`config.mk`:
```
export PLATFORM = sky130hd
export DESIGN_NAME = fir_out_window_stats
export DESIGN_NICKNAME = d
export VERILOG_FILES = /design/src/rtl/fir_pkg.sv /design/src/rtl/fir_round_sat.sv /design/src/rtl/fir_out_window_stats.sv
export SDC_FILE = /design/constraint.sdc
export NUM_CORES = 1
export LEC_CHECK = 0
export ABC_AREA = 1
export ABC_CLOCK_PERIOD_IN_PS = 6400
export CELL_PAD_IN_SITES_DETAIL_PLACEMENT = 1
export CELL_PAD_IN_SITES_GLOBAL_PLACEMENT = 2
export CORE_MARGIN = 2
export CORE_UTILIZATION = 38
export DETAILED_ROUTE_END_ITERATION = 8
export DONT_BUFFER_PORTS = 1
export PLACE_DENSITY = 0.86
export RECOVER_POWER = 100
export SYNTH_ARGS = -nofsm -noshare
export SYNTH_HDL_FRONTEND = slang
export SYNTH_SLANG_ARGS = --single-unit
export TNS_END_PERCENT = 50
```
`constraint.sdc`:
```
create_clock -name clk -period 6.4 [get_ports clk]
set_clock_uncertainty 0.05 [all_clocks]
set_input_delay 0.96 -clock clk [delete_from_list [all_inputs] [get_ports clk]]
set_output_delay 0.96 -clock clk [all_outputs]
set_load 0.01 [all_outputs]
```
`src/rtl/fir_pkg.sv`:
```
// Shared definitions for the FIR output stage: default widths, window FSM states
// and the clip decision used by the rescaler.
package fir_pkg;

    localparam int FIR_IN_W      = 16;
    localparam int FIR_OUT_W     = 8;
    localparam int FIR_SAT_CNT_W = 8;

    typedef enum logic [0:0] {
        IDLE = 1'b0,
        ACC  = 1'b1
    } win_state_t;

    typedef struct packed {
        logic clip;
        logic low;
    } clip_t;

    // Decide whether a rounded value fits a signed out_w-bit result, and on which side it clips.
    function automatic clip_t sat_round(input logic signed [31:0] r_val, input int out_w);
        clip_t              res_s;
        logic signed [31:0] hi_s;
        logic signed [31:0] lo_s;
        hi_s = (32'sd1 <<< (out_w - 1)) - 32'sd1;
        lo_s = -(32'sd1 <<< (out_w - 1));
        if (r_val > hi_s) begin
            res_s.clip = 1'b1;
            res_s.low  = 1'b0;
        end else if (r_val < lo_s) begin
            res_s.clip = 1'b1;
            res_s.low  = 1'b1;
        end else begin
            res_s.clip = 1'b0;
            res_s.low  = 1'b0;
        end
        return res_s;
    endfunction

endpackage

```
`src/rtl/fir_round_sat.sv`:
```
// Combinational rescale of a signed FIR sample: round half up, arithmetic shift,
// then saturate to the signed output range.
module fir_round_sat
    import fir_pkg::*;
#(
    parameter int IN_W  = FIR_IN_W,
    parameter int OUT_W = FIR_OUT_W,
    parameter int SHIFT = 7
) (
    input  logic signed [IN_W-1:0]  yn,
    output logic signed [OUT_W-1:0] yq,
    output logic                    sat
);

    // One guard bit keeps the rounding add from wrapping at full-scale positive input.
    localparam int T_W = IN_W + 1;
    localparam logic signed [T_W-1:0]   HALF_C = T_W'(2 ** (SHIFT - 1));
    localparam logic signed [OUT_W-1:0] MAX_C  = {1'b0, {(OUT_W-1){1'b1}}};
    localparam logic signed [OUT_W-1:0] MIN_C  = {1'b1, {(OUT_W-1){1'b0}}};

    logic signed [T_W-1:0] t_s;
    logic signed [T_W-1:0] r_s;
    clip_t                 clip_s;

    // Round, shift and clip the incoming sample.
    always_comb begin
        t_s    = {yn[IN_W-1], yn} + HALF_C;
        r_s    = t_s >>> SHIFT;
        clip_s = sat_round(32'(r_s), OUT_W);
        if (!clip_s.clip) begin
            yq = r_s[OUT_W-1:0];
        end else if (clip_s.low) begin
            yq = MIN_C;
        end else begin
            yq = MAX_C;
        end
        sat = clip_s.clip;
    end

endmodule

```
`src/rtl/fir_out_window_stats.sv`:
```
// FIR output stage: registered 8-bit rescale plus per-window min/max/peak-to-peak reporting.
// Optional build macro FIR_SAT_COUNT_EN adds a per-window count of clipped samples on sat_cnt.
module fir_out_window_stats
    import fir_pkg::*;
#(
    parameter int IN_W    = FIR_IN_W,
    parameter int OUT_W   = FIR_OUT_W,
    parameter int SHIFT   = 7,
    parameter int WIN_LEN = 50
) (
    input  logic                    clk,
    input  logic                    Rst,
    input  logic signed [IN_W-1:0]  Yn,
    input  logic                    Yn_valid,
    output logic signed [OUT_W-1:0] Yq,
    output logic                    Yq_valid,
    output logic                    sat,
    output logic signed [IN_W-1:0]  win_max,
    output logic signed [IN_W-1:0]  win_min,
    output logic [IN_W:0]           win_p2p,
    output logic                    win_valid,
    output logic [FIR_SAT_CNT_W-1:0] sat_cnt
);

    localparam int CNT_W = (WIN_LEN > 2) ? $clog2(WIN_LEN) : 1;
    localparam logic [CNT_W-1:0] ONE_C  = CNT_W'(1);
    localparam logic [CNT_W-1:0] LAST_C = CNT_W'(WIN_LEN - 1);

    logic signed [OUT_W-1:0] yq_s;
    logic                    sat_s;

    win_state_t              state_r;
    win_state_t              state_s;
    logic [CNT_W-1:0]        cnt_r;
    logic [CNT_W-1:0]        cnt_s;
    logic signed [IN_W-1:0]  cur_max_r;
    logic signed [IN_W-1:0]  cur_min_r;
    logic signed [IN_W-1:0]  max_s;
    logic signed [IN_W-1:0]  min_s;
    logic [IN_W:0]           p2p_s;
    logic                    close_s;

    fir_round_sat #(
        .IN_W  (IN_W),
        .OUT_W (OUT_W),
        .SHIFT (SHIFT)
    ) u_round_sat (
        .yn  (Yn),
        .yq  (yq_s),
        .sat (sat_s)
    );

    // Rescaled sample register; holds between valid samples.
    always_ff @(posedge clk) begin
        if (Rst) begin
            Yq       <= {OUT_W{1'b0}};
            sat      <= 1'b0;
            Yq_valid <= 1'b0;
        end else if (Yn_valid) begin
            Yq       <= yq_s;
            sat      <= sat_s;
            Yq_valid <= 1'b1;
        end else begin
            Yq_valid <= 1'b0;
        end
    end

    // Window FSM next state: the closing sample is folded into the extremes before reporting.
    always_comb begin
        state_s = state_r;
        cnt_s   = cnt_r;
        max_s   = cur_max_r;
        min_s   = cur_min_r;
        close_s = 1'b0;
        case (state_r)
            IDLE: begin
                if (Yn_valid) begin
                    state_s = ACC;
                    cnt_s   = ONE_C;
                    max_s   = Yn;
                    min_s   = Yn;
                end else begin
                    state_s = IDLE;
                end
            end
            ACC: begin
                if (Yn_valid) begin
                    max_s = (Yn > cur_max_r) ? Yn : cur_max_r;
                    min_s = (Yn < cur_min_r) ? Yn : cur_min_r;
                    if (cnt_r == LAST_C) begin
                        close_s = 1'b1;
                        state_s = IDLE;
                        cnt_s   = {CNT_W{1'b0}};
                    end else begin
                        cnt_s = cnt_r + ONE_C;
                    end
                end else begin
                    state_s = ACC;
                end
            end
            default: begin
                state_s = IDLE;
                cnt_s   = {CNT_W{1'b0}};
            end
        endcase
        p2p_s = {max_s[IN_W-1], max_s} - {min_s[IN_W-1], min_s};
    end

    // Window state and report registers.
    always_ff @(posedge clk) begin
        if (Rst) begin
            state_r   <= IDLE;
            cnt_r     <= {CNT_W{1'b0}};
            cur_max_r <= {IN_W{1'b0}};
            cur_min_r <= {IN_W{1'b0}};
            win_max   <= {IN_W{1'b0}};
            win_min   <= {IN_W{1'b0}};
            win_p2p   <= {(IN_W+1){1'b0}};
            win_valid <= 1'b0;
        end else begin
            state_r   <= state_s;
            cnt_r     <= cnt_s;
            cur_max_r <= max_s;
            cur_min_r <= min_s;
            win_valid <= close_s;
            if (close_s) begin
                win_max <= max_s;
                win_min <= min_s;
                win_p2p <= p2p_s;
            end else begin
                win_p2p <= win_p2p;
            end
        end
    end

`ifdef FIR_SAT_COUNT_EN
    logic [FIR_SAT_CNT_W-1:0] sat_acc_r;
    logic [FIR_SAT_CNT_W-1:0] sat_inc_s;

    // Saturating increment for the clipped-sample tally.
    always_comb begin
        if (sat_s && (sat_acc_r != {FIR_SAT_CNT_W{1'b1}})) begin
            sat_inc_s = sat_acc_r + {{(FIR_SAT_CNT_W-1){1'b0}}, 1'b1};
        end else begin
            sat_inc_s = sat_acc_r;
        end
    end

    // Per-window clip tally, published and cleared when the window closes.
    always_ff @(posedge clk) begin
        if (Rst) begin
            sat_acc_r <= {FIR_SAT_CNT_W{1'b0}};
            sat_cnt   <= {FIR_SAT_CNT_W{1'b0}};
        end else if (Yn_valid) begin
            if (close_s) begin
                sat_cnt   <= sat_inc_s;
                sat_acc_r <= {FIR_SAT_CNT_W{1'b0}};
            end else begin
                sat_acc_r <= sat_inc_s;
            end
        end else begin
            sat_acc_r <= sat_acc_r;
        end
    end
`else
    assign sat_cnt = {FIR_SAT_CNT_W{1'b0}};
`endif

endmodule

```
==> impl_metrics.json <==
{
  "via_count": 5970,
  "cp_data_required_time_ns": 6.64,
  "cp_max_fo": 17,
  "final_common_cell": "nand2_1",
  "clock_latency_ns": 0.36,
  "ys_warn_count": 0,
  "gr-total-overflow": 0,
  "die_y_um": 131.6,
  "clk_path_buf_depth": 2,
  "run_status": "complete, no violations",
  "power.leakage_nw": 3.143,
  "start_kind": "primary input",
  "grt_setup_unrepaired": "false",
  "postSynthRegisterBits": 99,
  "vias_per_cell": 5.374,
  "n_fill_cell": 2128,
  "p_per_area_nw_per_um2": 260.9,
  "ir_worst_vdd_uv": 141.0,
  "cts_htree_levels": 3,
  "timing.fmax_mhz": 202.2,
  "die-area_um2": 17310,
  "max-slew-margin-rel": 0.1282,
  "fin_setup_tns_ns": 0,
  "synth.avg_cell_area_um2": 6.764,
  "die_w_um": 131.6,
  "synth_area_um2": 6182,
  "route.detailed.drc": 0,
  "drive_above_1_share": 0.04246,
  "antenna_found_initial": 0,
  "synth_edf_count": 0,
  "core_area_um2": 15890,
  "setup_viol": 0,
  "initialDrtViolationCount": 295,
  "ys_types": 42,
  "rows": 46,
  "grt_pass1_wl_um": 33380,
  "worstSetupEndpointType": "register",
  "hold_depth": 2,
  "cts-root-buf": "clkbuf_16",
  "wire_per_inst_um": 18.32,
  "post_cts_buffers": 0,
  "cts_made_buffers": 9,
  "layout_common_cells": "nand2_1, inv_1, dfxtp_1, nand3_1, nor2_1",
  "period_share": 0.7729,
  "first_pass_iters": 4,
  "antenna_cells_inserted": 0,
  "period_minus_slack_ns": 4.947,
  "async_flop_share": 0,
  "hold_class": "register to register",
  "synth_cells": 914,
  "grt_usage": 0.2394,
  "postRouteAntennaNets": 0,
  "grt_max_degree": 68,
  "ys.flop_type": "dfxtp_1",
  "clk_pin_slew_ns": 0.07,
  "dp_hpwl_um": 15260,
  "cts_sinks": 99,
  "drv_slew": 0,
  "cp.arrival_ns": 5.18,
  "multi_input_area_um2": 3511,
  "reg2reg_depth": 21,
  "synthToLayoutAreaGrowth_pct": 5.161,
  "nets": 960,
  "whs_ns": 0.4533,
  "path_class": "primary input to register",
  "initial_core_util": 0.3892,
  "finalWirelength_um": 20360,
  "worstMarginPinSlew_ns": 1.308,
  "finalHoldViolCount": 0,
  "cap_viol_max_count": 0,
  "cts-resized-gates": 0,
  "io_pins": 87,
  "yosysSeqAreaShare": 0.3206,
  "first_global_vias": 6236,
  "place.port_buffers": 0,
  "gp_congestion": 0.9225,
  "holdBufCountCts": 0,
  "cts_tree": "done",
  "seqCellArea_um2": 1983
}
worst max-delay path: stages:
cell	delay, ns
ha_1	0.34
a21oi_1	0.15
o21ai_0	0.10
nor2_1	0.18
nand2_1	0.08
nand2_1	0.42
nand3_1	0.74
nand2_1	0.22
nand3_1	0.09
nand2_1	0.18
inv_1	0.09
ha_1	0.37
nand3_1	0.10
nand2_1	0.17
inv_1	0.08
o21ai_0	0.37
nand3_1	0.18
nand3_1	0.13
nand2_1	0.05
o21ai_0	0.17
stage by stage:
step	utilization	area, µm²	setup slack, ns	instances	total power [mW]
6_report	0.4093	6501	1.453	1111	1.696
5_1_grt	0.4093	6501	0.9662	1111	1.805
4_1_cts	0.4123	6549	1.914	1111	1.709
3_5_place_dp	0.3947	6270	1.548	1095	1.171
3_3_place_gp	0.3947	6270	1.648	1095	1.153
2_1_floorplan	-	6208	2.466	921	1.054
routing by layer:
metal,vias to the layer above,part of all wire,GRT usage
li1,2911,-,-
met1,2889,0.48,0.3302
met2,142,0.45,0.3831
met3,28,0.055,0.05054
met4,0,0.014,0.05556
met5,-,0,0
cells in the mapped netlist, types with 2 or more instances:
master / number / area (µm²)
xnor2_1: 4 / 35.03
inv_1: 107 / 401.6
nand3_1: 69 / 345.3
a22oi_1: 6 / 45.04
o21ai_1: 6 / 30.03
clkbuf_1: 21 / 78.83
nand4_1: 36 / 225.2
buf_2: 10 / 50.05
nor3_1: 9 / 45.04
ha_1: 50 / 625.6
dfxtp_1: 99 / 1982
nor2_2: 14 / 87.58
o21bai_1: 3 / 22.52
buf_4: 12 / 90.09
nand2_2: 2 / 12.51
nand3_4: 2 / 35.03
a31oi_1: 3 / 18.77
o21ai_0: 46 / 230.2
a21o_1: 3 / 22.52
inv_2: 12 / 45.04
xor2_1: 11 / 96.34
nand3_2: 2 / 20.02
a21oi_1: 38 / 190.2
nand2_1: 258 / 968.4
nor2_1: 65 / 244.0
o211ai_1: 10 / 75.07
final timing paths:
| kind | startpoint | endpoint | slack, ns |
|---|---|---|---|
| setup / recovery | Yn[15] | win_p2p[14]$_SDFFE_PP0P_ | 1.45 |
| hold / removal | win_min[3]$_SDFFE_PP0P_ | win_min[3]$_SDFFE_PP0P_ | 0.45 |
| setup reg to reg | cur_min_r[15]$_SDFF_PP0_ | win_p2p[14]$_SDFFE_PP0P_ | 1.63 |
| hold reg to reg | win_min[3]$_SDFFE_PP0P_ | win_min[3]$_SDFFE_PP0P_ | 0.45 |
where the power goes:
group	switching (mW)	leakage, nW	total, mW	internal [mW]
Clock	0.257	0.140	0.534	0.277
Combinational	0.342	2.20	0.504	0.161
Sequential	0.0169	0.808	0.658	0.642
Total	0.617	3.14	1.70	1.08
flip-flops by register name (all words and copies together) (netlist names):
signal / count
state_r: 1
win_min: 16
win_max: 16
Yq: 8
cur_max_r: 16
win_p2p: 17
sat: 1
cur_min_r: 16
cnt_r: 6
Yq_valid: 1
win_valid: 1
cells by family after synthesis:
logic type,Yosys count,share of synthesized area
AOI/OAI and AO/OA,123,0.1156
xor gates and xnor gates,15,0.02125
adders and majority gates,51,0.1044
buffers and inverters,163,0.1095
DFF,99,0.3206
other,1,0.0006066
and+or+nand+nor,462,0.3281
final cells by class:
class | count | share of cell area
Sequential cell | 99 | 0.3050
Inverter | 119 | 0.06871
Clock buffer | 11 | 0.03734
Tap cell | 216 | 0.04157
Multi-Input combinational cell | 659 | 0.5400
Clock inverter | 5 | 0.005581
Timing Repair Buffer | 2 | 0.001732
Power figures use the tool's default switching activity.
